## src/rtl/pulp_boot_seq_pkg.sv

```systemverilog
// Shared types and constants for the PULPino boot sequencer.
// State encoding is visible on state_o, so the values are fixed.
package pulp_boot_seq_pkg;

   typedef enum logic [2:0] {
      ST_IDLE    = 3'd0,
      ST_WR_DIV  = 3'd1,
      ST_WR_LOAD = 3'd2,
      ST_RD_STAT = 3'd3,
      ST_SETTLE  = 3'd4,
      ST_RUN     = 3'd5,
      ST_ERR     = 3'd6
   } boot_state_e;

   localparam logic [1:0]  AXI_RESP_OKAY   = 2'b00;
   localparam logic [1:0]  AXI_RESP_SLVERR = 2'b10;

   localparam logic [10:0] DEF_DIV_ADDR  = 11'h208;
   localparam logic [10:0] DEF_LOAD_ADDR = 11'h25C;
   localparam logic [10:0] DEF_STAT_ADDR = 11'h004;
   localparam logic [31:0] DEF_LOAD_VAL  = 32'h3;

endpackage

```

## src/rtl/pulp_boot_seq_if.sv

```systemverilog
// AXI-lite bus between the boot sequencer and the clocking wizard.
interface pulp_boot_seq_if;

   logic [10:0] awaddr;
   logic        awvalid;
   logic        awready;
   logic [31:0] wdata;
   logic [3:0]  wstrb;
   logic        wvalid;
   logic        wready;
   logic [1:0]  bresp;
   logic        bvalid;
   logic        bready;
   logic [10:0] araddr;
   logic        arvalid;
   logic        arready;
   logic [31:0] rdata;
   logic [1:0]  rresp;
   logic        rvalid;
   logic        rready;

   modport master (
      output awaddr, awvalid, wdata, wstrb, wvalid, bready, araddr, arvalid, rready,
      input  awready, wready, bresp, bvalid, arready, rdata, rresp, rvalid
   );

   modport slave (
      input  awaddr, awvalid, wdata, wstrb, wvalid, bready, araddr, arvalid, rready,
      output awready, wready, bresp, bvalid, arready, rdata, rresp, rvalid
   );

endinterface

```

## src/rtl/pulp_boot_seq_axil_single_master.sv

```systemverilog
// One-at-a-time AXI-lite master: accepts req while idle, owns all handshakes,
// pulses done (with err/rdata) in the cycle the response handshake happens.
module axil_single_master
   import pulp_boot_seq_pkg::*;
(
   input  logic        clk,
   input  logic        rst_n,
   input  logic        req,
   input  logic        we,
   input  logic [10:0] addr,
   input  logic [31:0] wdata,
   output logic        done,
   output logic [31:0] rdata,
   output logic        err,
   output logic        active,
   pulp_boot_seq_if.master m
);

   logic aw_done, w_done;
   logic start, aw_hs, w_hs, b_hs, ar_hs, r_hs, wr_both;

   assign start   = req && !active;
   assign aw_hs   = m.awvalid && m.awready;
   assign w_hs    = m.wvalid && m.wready;
   assign b_hs    = m.bvalid && m.bready;
   assign ar_hs   = m.arvalid && m.arready;
   assign r_hs    = m.rvalid && m.rready;
   assign wr_both = (aw_done || aw_hs) && (w_done || w_hs);

   assign m.wstrb = '1;
   assign done    = b_hs || r_hs;
   assign rdata   = m.rdata;
   assign err     = b_hs ? (m.bresp != AXI_RESP_OKAY) : (r_hs && (m.rresp != AXI_RESP_OKAY));

   always_ff @(posedge clk or negedge rst_n) begin
      if (!rst_n) begin
         active    <= 1'b0;
         aw_done   <= 1'b0;
         w_done    <= 1'b0;
         m.awaddr  <= '0;
         m.awvalid <= 1'b0;
         m.wdata   <= '0;
         m.wvalid  <= 1'b0;
         m.bready  <= 1'b0;
         m.araddr  <= '0;
         m.arvalid <= 1'b0;
         m.rready  <= 1'b0;
      end else begin
         if (start) begin
            active <= 1'b1;
            if (we) begin
               m.awvalid <= 1'b1;
               m.wvalid  <= 1'b1;
               m.awaddr  <= addr;
               m.wdata   <= wdata;
            end else begin
               m.arvalid <= 1'b1;
               m.araddr  <= addr;
            end
         end
         // AW and W retire independently; bready waits for both, whatever the order
         if (aw_hs) begin
            m.awvalid <= 1'b0;
            aw_done   <= 1'b1;
         end
         if (w_hs) begin
            m.wvalid <= 1'b0;
            w_done   <= 1'b1;
         end
         if (wr_both && !m.bready) m.bready <= 1'b1;
         if (b_hs) begin
            m.bready <= 1'b0;
            aw_done  <= 1'b0;
            w_done   <= 1'b0;
            active   <= 1'b0;
         end
         if (ar_hs) begin
            m.arvalid <= 1'b0;
            m.rready  <= 1'b1;
         end
         if (r_hs) begin
            m.rready <= 1'b0;
            active   <= 1'b0;
         end
      end
   end

endmodule

```

## src/rtl/pulp_boot_seq.sv

```systemverilog
// Boot sequencer: programs the clocking wizard, waits for lock, releases PULPino.
// Optional BOOT_SEQ_TIMEOUT_EN bounds the number of lock polls.
module pulp_boot_seq
   import pulp_boot_seq_pkg::*;
#(
   parameter int unsigned SETTLE_CYCLES = 16,
   parameter int unsigned POLL_TIMEOUT  = 4096,
   parameter logic [10:0] DIV_ADDR      = DEF_DIV_ADDR,
   parameter logic [10:0] LOAD_ADDR     = DEF_LOAD_ADDR,
   parameter logic [10:0] STAT_ADDR     = DEF_STAT_ADDR,
   parameter logic [31:0] LOAD_VAL      = DEF_LOAD_VAL,
   parameter int unsigned LOCK_BIT      = 0
) (
   input  logic        clk,
   input  logic        rst_n,
   input  logic        run_i,
   input  logic [7:0]  clk_div_i,
   pulp_boot_seq_if.master m,
   output logic        pulp_rstn_o,
   output logic        fetch_en_o,
   output logic        busy_o,
   output logic        err_o,
   output logic [2:0]  state_o
);

   localparam int unsigned SETTLE_W = (SETTLE_CYCLES > 1) ? $clog2(SETTLE_CYCLES) : 1;

   boot_state_e          state_q, state_d, ok_st;
   logic                 bus_st;
   logic [7:0]           div_q;
   logic [SETTLE_W-1:0]  settle_q;
   logic                 axi_req, axi_we, axi_done, axi_err, axi_active;
   logic [10:0]          axi_addr;
   logic [31:0]          axi_wdata, axi_rdata;
   logic                 lock, poll_limit;

   assign lock = |(axi_rdata & (32'd1 << LOCK_BIT));

   axil_single_master u_axil (
      .clk    (clk),
      .rst_n  (rst_n),
      .req    (axi_req),
      .we     (axi_we),
      .addr   (axi_addr),
      .wdata  (axi_wdata),
      .done   (axi_done),
      .rdata  (axi_rdata),
      .err    (axi_err),
      .active (axi_active),
      .m      (m)
   );

`ifdef BOOT_SEQ_TIMEOUT_EN
   localparam int unsigned POLL_W = $clog2(POLL_TIMEOUT + 1);
   logic [POLL_W-1:0] poll_q;

   always_ff @(posedge clk or negedge rst_n) begin
      if (!rst_n)                    poll_q <= '0;
      else if (state_q != ST_RD_STAT) poll_q <= '0;
      else if (axi_done)             poll_q <= poll_q + 1'b1;
   end

   assign poll_limit = (poll_q == POLL_W'(POLL_TIMEOUT - 1));
`else
   assign poll_limit = 1'b0;
`endif

   always_ff @(posedge clk or negedge rst_n) begin
      if (!rst_n) begin
         state_q  <= ST_IDLE;
         div_q    <= '0;
         settle_q <= '0;
      end else begin
         state_q <= state_d;
         if (state_q == ST_IDLE && run_i) div_q <= clk_div_i;
         // preloaded outside SETTLE so the count is ready on entry
         if (state_q != ST_SETTLE) settle_q <= SETTLE_W'(SETTLE_CYCLES - 1);
         else                      settle_q <= settle_q - 1'b1;
      end
   end

   always_comb begin
      state_d   = state_q;
      ok_st     = state_q;
      bus_st    = 1'b0;
      axi_req   = 1'b0;
      axi_we    = 1'b0;
      axi_addr  = '0;
      axi_wdata = '0;
      case (state_q)
         ST_IDLE:    if (run_i) state_d = ST_WR_DIV;
         ST_WR_DIV: begin
            bus_st    = 1'b1;
            axi_we    = 1'b1;
            axi_addr  = DIV_ADDR;
            axi_wdata = {24'b0, div_q};
            ok_st     = ST_WR_LOAD;
         end
         ST_WR_LOAD: begin
            bus_st    = 1'b1;
            axi_we    = 1'b1;
            axi_addr  = LOAD_ADDR;
            axi_wdata = LOAD_VAL;
            ok_st     = ST_RD_STAT;
         end
         ST_RD_STAT: begin
            bus_st   = 1'b1;
            axi_addr = STAT_ADDR;
            ok_st    = lock ? ST_SETTLE : (poll_limit ? ST_ERR : ST_RD_STAT);
         end
         ST_SETTLE: begin
            if (!run_i)               state_d = ST_IDLE;
            else if (settle_q == '0)  state_d = ST_RUN;
         end
         ST_RUN:     if (!run_i) state_d = ST_IDLE;
         ST_ERR:     if (!run_i) state_d = ST_IDLE;
         default:    state_d = ST_IDLE;
      endcase
      // an issued transaction always finishes; run_i=0 only aborts before issue
      if (bus_st) begin
         axi_req = run_i;
         if (axi_done)                   state_d = axi_err ? ST_ERR : (!run_i ? ST_IDLE : ok_st);
         else if (!axi_active && !run_i) state_d = ST_IDLE;
      end
   end

   assign pulp_rstn_o = (state_q == ST_SETTLE) || (state_q == ST_RUN);
   assign fetch_en_o  = (state_q == ST_RUN);
   assign busy_o      = (state_q == ST_WR_DIV) || (state_q == ST_WR_LOAD) ||
                        (state_q == ST_RD_STAT) || (state_q == ST_SETTLE);
   assign err_o       = (state_q == ST_ERR);
   assign state_o     = state_q;

endmodule

```

## src/flat_wrapper.sv

```systemverilog
// flat-port wrapper written by rule: the top's interface ports become plain ports
module pulp_boot_seq_flat import pulp_boot_seq_pkg::*;
#(
   parameter int unsigned SETTLE_CYCLES = 16,
   parameter int unsigned POLL_TIMEOUT  = 4096,
   parameter logic [10:0] DIV_ADDR      = DEF_DIV_ADDR,
   parameter logic [10:0] LOAD_ADDR     = DEF_LOAD_ADDR,
   parameter logic [10:0] STAT_ADDR     = DEF_STAT_ADDR,
   parameter logic [31:0] LOAD_VAL      = DEF_LOAD_VAL,
   parameter int unsigned LOCK_BIT      = 0
)
  (clk, rst_n, run_i, clk_div_i, pulp_rstn_o, fetch_en_o, busy_o, err_o, state_o, m_awaddr, m_awvalid, m_wdata, m_wstrb, m_wvalid, m_bready, m_araddr, m_arvalid, m_rready, m_awready, m_wready, m_bresp, m_bvalid, m_arready, m_rdata, m_rresp, m_rvalid);
  pulp_boot_seq_if m_i ();
  input  logic clk;
  input  logic rst_n;
  input  logic run_i;
  input  logic [7:0] clk_div_i;
  output logic pulp_rstn_o;
  output logic fetch_en_o;
  output logic busy_o;
  output logic err_o;
  output logic [2:0] state_o;
  output wire logic [$bits(m_i.awaddr)-1:0] m_awaddr;
  output wire logic [$bits(m_i.awvalid)-1:0] m_awvalid;
  output wire logic [$bits(m_i.wdata)-1:0] m_wdata;
  output wire logic [$bits(m_i.wstrb)-1:0] m_wstrb;
  output wire logic [$bits(m_i.wvalid)-1:0] m_wvalid;
  output wire logic [$bits(m_i.bready)-1:0] m_bready;
  output wire logic [$bits(m_i.araddr)-1:0] m_araddr;
  output wire logic [$bits(m_i.arvalid)-1:0] m_arvalid;
  output wire logic [$bits(m_i.rready)-1:0] m_rready;
  input wire logic [$bits(m_i.awready)-1:0] m_awready;
  input wire logic [$bits(m_i.wready)-1:0] m_wready;
  input wire logic [$bits(m_i.bresp)-1:0] m_bresp;
  input wire logic [$bits(m_i.bvalid)-1:0] m_bvalid;
  input wire logic [$bits(m_i.arready)-1:0] m_arready;
  input wire logic [$bits(m_i.rdata)-1:0] m_rdata;
  input wire logic [$bits(m_i.rresp)-1:0] m_rresp;
  input wire logic [$bits(m_i.rvalid)-1:0] m_rvalid;
  assign m_awaddr = m_i.awaddr;
  assign m_awvalid = m_i.awvalid;
  assign m_wdata = m_i.wdata;
  assign m_wstrb = m_i.wstrb;
  assign m_wvalid = m_i.wvalid;
  assign m_bready = m_i.bready;
  assign m_araddr = m_i.araddr;
  assign m_arvalid = m_i.arvalid;
  assign m_rready = m_i.rready;
  assign m_i.awready = m_awready;
  assign m_i.wready = m_wready;
  assign m_i.bresp = m_bresp;
  assign m_i.bvalid = m_bvalid;
  assign m_i.arready = m_arready;
  assign m_i.rdata = m_rdata;
  assign m_i.rresp = m_rresp;
  assign m_i.rvalid = m_rvalid;
  pulp_boot_seq #(.SETTLE_CYCLES(SETTLE_CYCLES), .POLL_TIMEOUT(POLL_TIMEOUT), .DIV_ADDR(DIV_ADDR), .LOAD_ADDR(LOAD_ADDR), .STAT_ADDR(STAT_ADDR), .LOAD_VAL(LOAD_VAL), .LOCK_BIT(LOCK_BIT)) u_core (.clk(clk), .rst_n(rst_n), .run_i(run_i), .clk_div_i(clk_div_i), .m(m_i), .pulp_rstn_o(pulp_rstn_o), .fetch_en_o(fetch_en_o), .busy_o(busy_o), .err_o(err_o), .state_o(state_o));
endmodule
```

## config.mk

```make
export PLATFORM = sky130hd
export DESIGN_NAME = pulp_boot_seq_flat
export DESIGN_NICKNAME = d
export VERILOG_FILES = /design/src/rtl/pulp_boot_seq_pkg.sv /design/src/rtl/pulp_boot_seq_if.sv /design/src/rtl/pulp_boot_seq_axil_single_master.sv /design/src/rtl/pulp_boot_seq.sv /design/src/flat_wrapper.sv
export SDC_FILE = /design/constraint.sdc
export NUM_CORES = 1
export LEC_CHECK = 0
export ABC_AREA = 1
export BUFFER_PORTS_ARGS = -buffer_cell sky130_fd_sc_hd__buf_2
export CAP_MARGIN = 25
export CORE_ASPECT_RATIO = 1.75
export CORE_UTILIZATION = 52
export CTS_BUF_LIST = sky130_fd_sc_hd__clkbuf_8 sky130_fd_sc_hd__clkbuf_16
export DETAILED_ROUTE_END_ITERATION = 7
export GPL_TIMING_DRIVEN = 1
export PLACE_DENSITY_LB_ADDON = 0.05
export SLEW_MARGIN = 25
export SYNTH_ARGS = -nofsm -noshare
export SYNTH_HDL_FRONTEND = slang
export SYNTH_HIERARCHICAL = 1
export SYNTH_SLANG_ARGS = --single-unit
```

## constraint.sdc

```tcl
create_clock -name clk -period 2.1 [get_ports clk]
set_input_delay 0.21 -clock clk [delete_from_list [all_inputs] [get_ports clk]]
set_output_delay 0.21 -clock clk [all_outputs]
set_load 0.1 [all_outputs]
```

After elaboration in Yosys (flattened, before gate mapping)
Index checks and enable logic that the tools add are counted.

cells by class
  add/subtract/negate cells = 1
  eq/ne operators = 9
  mux-type cells = 37
  bitwise logic cells = 1
  reduce and logical (&&, ||, !) cells = 43

operators with widths
  operator                                                             number
  3-bit 2-to-1 mux                                                     10
  10-bit case mux with 3 select lines                                  1
  1-bit 2-to-1 mux                                                     22
  2-bit nonzero test                                                   11
  8-bit case mux with 2 select lines                                   1
  3-bit case mux with 4 select lines                                   1
  1-bit logical AND                                                    11
  2-bit AND reduction                                                  5
  3-bit == test (second input constant)                                3
  3-bit case mux with 3 select lines                                   1
  1-bit logical OR                                                     7
  7-bit inequality test (second input constant)                        1
  3-bit by 2-bit == test with 1-bit output (second input constant)     2
  4-bit logical NOT                                                    1
  4-bit 2-to-1 mux                                                     1
  2-bit OR reduction                                                   2
  4-bit by 1-bit subtractor with 4-bit output (second input constant)  1
  3-bit by 1-bit == test with 1-bit output (second input constant)     1
  1-bit logical NOT                                                    3
  3-bit logical NOT                                                    1
  3-bit inequality test (second input constant)                        1
  3-bit nonzero test                                                   1
  3-bit OR reduction                                                   1
  2-bit inequality test (second input constant)                        1
  1-bit NOT                                                            1

word-level totals
  register bits after elaboration = 77
  bits of input ports = 52
  logic and storage cells = 105

Logic depth before layout (Yosys ltp)
Gate-level depths: netlist of the first run.

  depth after elaboration = 8
  gate-level depth with buffers = 9
  depth with buffers taken out = 8

Modules after synthesis
The synthesis of the first run kept the hierarchy.

by module, submodules not included
  module              instances  cells each  area each (sq um)  seq. area each (sq um)
  axil_single_master  1          311         2757.6             1551.5
  pulp_boot_seq       1          118         867.1              375.4

Worst setup path before layout of the first run
OpenSTA, ideal clock, no wires.

  kind = register -> output
  from = register u_core.state_q[1] (netlist: u_core/state_o[1])
  to = output err_o
  data arrival time = 2.602 ns
  required time = 1.890 ns
  setup slack = -0.712 ns
  cell stages (with the launch flop) = 5
  path through = dfrtp_1 inv_2 nor2_1 inv_1 nor2_1

between the ends
  cells in the longest elaborated chain, start to end = 1

RTL lines
  what                      RTL line              text
  start: declaration        pulp_boot_seq.sv:28   boot_state_e state_q, state_d, ok_st;
  start signal: assignment  pulp_boot_seq.sv:74   state_q <= state_d;
  3-bit == test             pulp_boot_seq.sv:131  assign err_o = (state_q == ST_ERR);
  end: declaration          flat_wrapper.sv:21    output logic err_o;

No other way between the ends.

Final worst setup path of the first run
  from = register u_core.state_q[1] (netlist: u_core/state_o[1])
  to = output busy_o

between the ends
  cells in the longest elaborated chain, start to end = 4

RTL lines
  what                                                                                                         RTL line              text
  3-bit by 1-bit == test with 1-bit output / 3-bit by 2-bit == test with 1-bit output (equally long branches)  pulp_boot_seq.sv:129  assign busy_o = (state_q == ST_WR_DIV) || (state_q == ST_WR_LOAD) ||
  1-bit logical OR (2 in series)                                                                               pulp_boot_seq.sv:129
  1-bit logical OR (*)                                                                                         pulp_boot_seq.sv:130  (state_q == ST_RD_STAT) || (state_q == ST_SETTLE);
  end: declaration                                                                                             flat_wrapper.sv:20    output logic busy_o;

Mark *: on every way between the ends. The rest lies on a longest branch, timed or not.

==> results.txt, run 1 <==
DRT iter0 DRCs: 139
Synth Cell Area: 3392 um^2
Status: completed
Vias in the first global route: 2357
Final period utilization: 0.9465
Residual DRC: 0
Post-CTS Setup Inserts: 0
Remaining antenna violation count: 0
GRT Residual Overflow: 0
Detailed Place HPWL: 4.419 mm
Clock Path Buffers: 2
DP Worst Slack: 0.2465 ns
CTS clk-pin slew, worst paths: 0.07 ns
Initial DRT Pass Iterations: 4
RSZ-0062 raised after global routing: false
Initial Util: 0.5446
Vias per Instance: 4.328
Setup ws final: 0.1124 ns
Share of layout cells above drive strength 1: 0.2424
Yosys warning count: 6
Via count: 2614
TritonCTS clock tree: yes
# IOs: 122
Fmax: 0.5031 GHz
Worst path arrival time: 1.78 ns
Worst slew margin: 0.5675
Port Buffer Count: 86
# H-tree levels: 3
Final Setup Violations: 0
Worst-margin pin slew: 0.6464 ns
WHS: 0.05835 ns
Placed Instance Area: 4011 um^2
Routability cong.: 0.7772
DIE AREA: 6863 um^2
Initial antenna violation count: 0
Nets: 573
Clock Skew: 0.007489 ns
CP endpoint kind: output pin
Largest net degree at the start of global routing: 89
Layout area overhead: 23.31%
Worst min path class: in -> reg
CTS Buf Count: 9
CP Max Fanout: 5
Critical path class: reg -> out
CP startpoint kind: flop
Max-slew violation count: 0
Finished Cell Area: 4183 um^2
Max-Cap Viols: 0
Fillers: 581
Die Ht: 108.8 um
Mean Syn Cell Area: 8.523 um^2
Crit path required time: 1.89 ns
Final Hold Viols: 0
Final Critical Period: 1.988 ns
# rows: 38
Core Region: 6228 um^2
Wirelength per Cell: 10.28 um
Setup tns final: 0 ns
Routed WL: 6.209 mm
Die width: 63.06 um
Clock sink total: 77
Global-route wire length before repair: 10.32 mm
Clock latency on the worst-skew pair: 0.34 ns
# diodes: 0
Root Driver: clkbuf_8
Cell count after synthesis: 398
Gr usage total: 0.1981
[layout make-up]
class                           instances  area [um^2]  area share
Timing Repair Buffer                   90        493.0      0.1179
Multi-Input combinational cell        266         1210      0.2893
Clock buffer                           10        137.6     0.03290
Inverter                               76        290.3     0.06940
Clock inverter                          5        21.27    0.005085
Sequential cell                        77         1931      0.4616
Tap cell                               80        100.1     0.02393
[sequential cells by signal (all words and copies together) (netlist names)]
| name | cells |
|---|---|
| u_core/u_axil/m.wdata | 32 |
| u_core/u_axil/m.awaddr | 11 |
| u_core/u_axil/active | 1 |
| u_core/u_axil/m.awvalid | 1 |
| u_core/u_axil/m.arvalid | 1 |
| u_core/state_o | 3 |
| u_core/u_axil/aw_done | 1 |
| u_core/u_axil/w_done | 1 |
| u_core/settle_q | 4 |
| u_core/u_axil/m.wvalid | 1 |
| u_core/div_q | 8 |
| u_core/u_axil/m.araddr | 11 |
| u_core/u_axil/m.bready | 1 |
| u_core/u_axil/m.rready | 1 |
[what timing repair did]
action / CTS / global route
setup endpoints to repair: 1 / 0
hold buffers: 1 / 0
resized for setup: 1 / 0
endpoints found under the hold margin: 40 / 0
[through the flow]
step | instances | util
2_1_floorplan | 436 | -
3_3_place_gp | 588 | 0.6440
3_5_place_dp | 588 | 0.6440
4_1_cts | 604 | 0.6716
5_1_grt | 604 | 0.6716
6_report | 604 | 0.6716
[path summary, 6_finish.rpt]
| check | from | slack, ns | cells after the start | end |
|---|---|---|---|---|
| min in group asynchronous | rst_n | 0.39 | 2 | u_core/u_axil/m.wdata[22] |
| min | m_wready | 0.06 | 2 | u_core/u_axil/m.wvalid |
| max | u_core/state_o[1] | 0.11 | 5 | busy_o |
| min reg2reg | u_core/settle_q[0] | 0.44 | 1 | u_core/settle_q[0] |
| max in group asynchronous | rst_n | 1.15 | 3 | u_core/u_axil/aw_done |
| max reg2reg | u_core/state_o[2] | 0.25 | 7 | u_core/u_axil/m.wdata[26] |
[worst max-delay path, cell delays in order (launching register included)]
cell	delay, ns
dfrtp_2	0.46
nor2_4	0.24
clkinv_4	0.09
nor2_2	0.21
or2_2	0.16
buf_4	0.28
[metal layers]
metal / GRT usage / part of all wire / vias up
li1: - / - / 1388
met1: 0.2237 / 0.41 / 1148
met2: 0.3418 / 0.51 / 68
met3: 0.05858 / 0.055 / 10
met4: 0.08970 / 0.019 / 0
met5: 0 / 0 / -
[cells in the final DEF, fill, tap and decap left out, drive strengths merged]
master	instances
o21a	2
o21bai	1
mux2i	2
nor3	1
ha	1
buf	89
dlygate4sd3	1
o21ai	47
clkbuf	10
conb	40
clkinv	3
nor2	34
nand3b	2
dfrtp	77
nand2	114
or2	4
nand3	10
a21oi	8
inv	78
Power of run 1 is not shown: default switching activity piles up to over one toggle a cycle in this logic, so the estimate is an artifact.
==> run 2, diff against run 1 <==
Settings changed: RECOVER_POWER set to 100.
==> run 2 against run 1 <==
  * Critical path depth is the same
  * Clock-buffer cell count is the same
  * Via count is the same
  * Utilization shrank 2.0 points
  * Clock skew is essentially flat
  * First-iteration DRC count grew 5.0%
  * Routed wire length grew 1.3%
  * Register-to-register slack lost 0.03 ns
  * Cell count is the same
  * Final area shrank 3.1%
  * Worst setup slack lost 0.0045 ns
  * Highest routed layer unchanged
==> results.txt, run 2 (same netlist as run 1, synthesis figures left out) <==
Core Region: 6228 um^2
Setup tns final: 0 ns
# IOs: 122
Register with the most flip-flops: u_core/u_axil/m.wdata
GRT Residual Overflow: 0
Die width: 63.06 um
Max-slew violation count: 0
# diodes: 0
Most frequent standard cell in the layout excluding fill and tap cells: nand2_1
Critical path class: reg -> out
Finished Cell Area: 4055 um^2
Cell Count, Final, Fillers Out: 604
Final Critical Period: 1.992 ns
RR Startpoint: u_core/state_o[2]
Initial DRT Pass Iterations: 4
Commonest non-fill, non-tap cells in the layout: 113 x nand2_1, 76 x inv_1, 75 x dfrtp_1
Dpl cells: 588
RSZ-0062 raised after global routing: false
Wirelength per Cell: 10.41 um
Fmax: 0.5020 GHz
Routed WL: 6.288 mm
Placed Instance Area: 4011 um^2
Max-Cap Viols: 0
Root Driver: clkbuf_8
Layout area overhead: 19.55%
Worst slew margin: 0.1983
Vias per Instance: 4.328
# H-tree levels: 3
WHS: 0.05760 ns
Remaining antenna violation count: 0
Crit path required time: 1.89 ns
Clock Skew: 0.007945 ns
Nets: 573
Clock latency on the worst-skew pair: 0.34 ns
Setup crit start: u_core/state_o[0]
Worst min path class: in -> reg
Die Ht: 108.8 um
DRT iter0 DRCs: 146
Final Hold Viols: 0
CP Max Fanout: 8
Via count: 2614
CTS clk-pin slew, worst paths: 0.07 ns
Port Buffer Count: 86
Initial Util: 0.5446
Status: completed
Clock Path Buffers: 2
R2R Setup Slk: 0.22 ns
Global-route wire length before repair: 10.32 mm
Routability cong.: 0.7772
Worst path arrival time: 1.78 ns
Final Setup Violations: 0
Final period utilization: 0.9486
TritonCTS clock tree: yes
Initial antenna violation count: 0
Hold Startpoint: m_wready
Detailed Place HPWL: 4.419 mm
Residual DRC: 0
Clock sink total: 77
Post-CTS Setup Inserts: 0
Vias in the first global route: 2357
# rows: 38
CTS Buf Count: 9
CP startpoint kind: flop
Share of layout cells above drive strength 1: 0.1126
Max reg flops: 32
Largest net degree at the start of global routing: 89
Largest regs: u_core/u_axil/m.wdata: 32 flops, u_core/u_axil/m.araddr: 11 flops, u_core/u_axil/m.awaddr: 11 flops
Worst-margin pin slew: 1.208 ns
CP endpoint kind: output pin
Gr usage total: 0.1981
DIE AREA: 6863 um^2
[run 2: worst paths after layout]
path | endpoint | cells after the start
max reg2reg | u_core/u_axil/m.wdata[26] | 7
min | u_core/u_axil/m.wvalid | 2
min reg2reg | u_core/settle_q[0] | 1
min in group asynchronous | u_core/u_axil/m.wdata[22] | 2
max | busy_o | 5
max in group asynchronous | u_core/u_axil/m.awaddr[9] | 3
[run 2: cell type report]
type | count | area, um^2
clock buffer | 10 | 137.6
clock inverter | 5 | 21.27
fill | 618 | 2173
inverter | 76 | 290.3
multi-input combinational | 266 | 1179
sequential | 77 | 1929
tap | 80 | 100.1
timing repair buffer | 90 | 397.9
[run 2: through the flow]
stage	worst slack, ns	utilization
after floorplan	0.08376	-
after global placement	0.2849	0.6440
after detailed placement	0.2465	0.6440
after CTS	0.09864	0.6716
after global routing	0.02147	0.6511
final	0.1079	0.6511
[run 2: layer usage]
metal / vias up / wire length [um] / part of all wire / GRT usage
li1: 1383 / - / - / -
met1: 1154 / 2620 / 0.42 / 0.2237
met2: 67 / 3182 / 0.51 / 0.3418
met3: 10 / 367 / 0.058 / 0.05858
met4: 0 / 117 / 0.019 / 0.08970
met5: - / 0 / 0 / 0
[run 2: critical path, stage by stage, from the launching register on]
cell      delay (ns)
dfrtp_1         0.49
nor2_4          0.22
clkinv_4        0.09
nor2_2          0.21
or2_2           0.16
buf_4           0.28
[run 2: timing repair]
| item | 4_1_cts | 5_1_grt |
|---|---|---|
| gates resized for setup | 1 | 0 |
| endpoints found under the setup margin | 1 | 0 |
| endpoints found under the hold margin | 40 | 0 |
| hold buffers | 1 | 0 |
Power of run 2 is left out for the same reason.
==> run 3, diff against run 2 <==
Settings changed: HOLD_SLACK_MARGIN set to 0.1.
==> run 3 against run 2 <==
  * Utilization up 1.1 points
  * Register-to-register slack is essentially flat
  * Critical path type unchanged
  * Critical path depth is the same
==> results.txt, run 3 (same netlist as run 1, synthesis figures left out) <==
Status: completed
Largest net degree at the start of global routing: 89
Via count: 2646
Clock sink total: 77
Clock Path Buffers: 2
Vias in the first global route: 2404
Clock Skew: 0.008302 ns
Crit path cell chain: nor2_4 > clkinv_4 > nor2_2 > or2_2 > buf_4
Max reg flops: 32
Die Ht: 108.8 um
Initial DRT Pass Iterations: 4
Worst Path Buf+Inv: 2
Residual DRC: 0
Worst slew margin: 0.1983
Hold Startpoint: clk_div_i[2]
Setup crit start: u_core/state_o[0]
Port Buffer Count: 86
Critical path class: reg -> out
Placed Instance Area: 4011 um^2
RR Startpoint: u_core/state_o[2]
Cell Count, Final, Fillers Out: 611
CTS Buf Count: 9
Clock latency on the worst-skew pair: 0.34 ns
CP startpoint kind: flop
Final Hold Viols: 0
Fillers: 608
# diodes: 0
CTS clk-pin slew, worst paths: 0.07 ns
CP Max Fanout: 8
Critical Path Max Stage Delay: 0.49 ns
DRT iter0 DRCs: 149
Most frequent standard cell in the layout excluding fill and tap cells: nand2_1
Worst path arrival time: 1.77 ns
RSZ-0062 raised after global routing: false
Die width: 63.06 um
TritonCTS clock tree: yes
Dpl cells: 588
Remaining antenna violation count: 0
Crit path required time: 1.89 ns
Layout area overhead: 21.58%
Share of layout cells above drive strength 1: 0.1092
Gr usage total: 0.2022
# H-tree levels: 3
Register with the most flip-flops: u_core/u_axil/m.wdata
Setup tns final: 0 ns
# rows: 38
# IOs: 122
GRT Residual Overflow: 0
Final Critical Period: 1.985 ns
Final Setup Violations: 0
Worst min path class: in -> reg
Fmax: 0.5038 GHz
Delay-heaviest family, CP: simple AND/OR/NAND/NOR gates
Core Region: 6228 um^2
Finished Cell Area: 4124 um^2
DIE AREA: 6863 um^2
Max-Cap Viols: 0
Final period utilization: 0.9452
Routed WL: 6.382 mm
Commonest non-fill, non-tap cells in the layout: 113 x nand2_1, 76 x inv_1, 75 x dfrtp_1
Wirelength per Cell: 10.45 um
Routability cong.: 0.7772
Max-slew violation count: 0
Initial Util: 0.5446
CP max-delay cell: dfrtp_1
Global-route wire length before repair: 10.54 mm
Detailed Place HPWL: 4.419 mm
Largest regs: u_core/u_axil/m.wdata: 32 flops, u_core/u_axil/m.araddr: 11 flops, u_core/u_axil/m.awaddr: 11 flops
Nets: 580
Initial antenna violation count: 0
CP endpoint kind: output pin
Worst-margin pin slew: 1.208 ns
Vias per Instance: 4.331
Root Driver: clkbuf_8
==> run 3: cell types whose count changed in the layout (fill, tap and decap cells not counted), sizes merged <==
cell,previous run,this run
buf,21,20
dlygate4sd3,1,8
clkbuf,78,79
==> run 3: stage by stage <==
step / setup WS, ns / hold WS (ns) / util
3_3_place_gp: 0.2849 / 0.2276 / 0.6440
2_1_floorplan: 0.08376 / -0.08559 / -
6_report: 0.1151 / 0.1274 / 0.6621
4_1_cts: 0.09864 / 0.1019 / 0.6828
3_5_place_dp: 0.2465 / 0.2261 / 0.6440
5_1_grt: 0.02147 / 0.1110 / 0.6621
==> run 3: layout make-up <==
| class | instances | area (um^2) | share of cell area |
|---|---|---|---|
| Sequential cell | 77 | 1929 | 0.4678 |
| Multi-Input combinational cell | 266 | 1179 | 0.2858 |
| Timing Repair Buffer | 97 | 466.7 | 0.1132 |
| Inverter | 76 | 290.3 | 0.07039 |
| Clock buffer | 10 | 137.6 | 0.03337 |
| Tap cell | 80 | 100.1 | 0.02427 |
| Clock inverter | 5 | 21.27 | 0.005158 |
==> run 3: worst paths after layout <==
| check | endpoint | slack, ns | cells past startpoint |
|---|---|---|---|
| setup / recovery | busy_o | 0.12 | 5 |
| setup reg to reg | u_core/u_axil/m.wdata[26] | 0.22 | 7 |
| min in group asynchronous | u_core/u_axil/m.wdata[22] | 0.57 | 2 |
| hold reg to reg | u_core/settle_q[0] | 0.44 | 1 |
| hold / removal | u_core/div_q[2] | 0.13 | 3 |
| max in group asynchronous | u_core/u_axil/m.awaddr[9] | 0.33 | 3 |
==> run 3: routing by layer <==
layer | vias up | wire length [um] | GRT usage
li1 | 1405 | - | -
met1 | 1167 | 2684 | 0.2287
met2 | 64 | 3232 | 0.3502
met3 | 10 | 349 | 0.05858
met4 | 0 | 116 | 0.08970
met5 | - | 0 | 0
==> run 3: worst min-delay path, delay by kind of cell <==
family | cells | cell delay [ns]
buf+inv | 1 | 0.08
compound gates | 1 | 0.10
simple gates | 1 | 0.04
==> run 3: repair_timing <==
item	CTS	global route
endpoints found under the setup margin	1	0
hold endpoints to repair	47	0
resized for setup	1	0
buffers inserted	0	0
hold buffers	8	0
Power of run 3 is left out for the same reason.
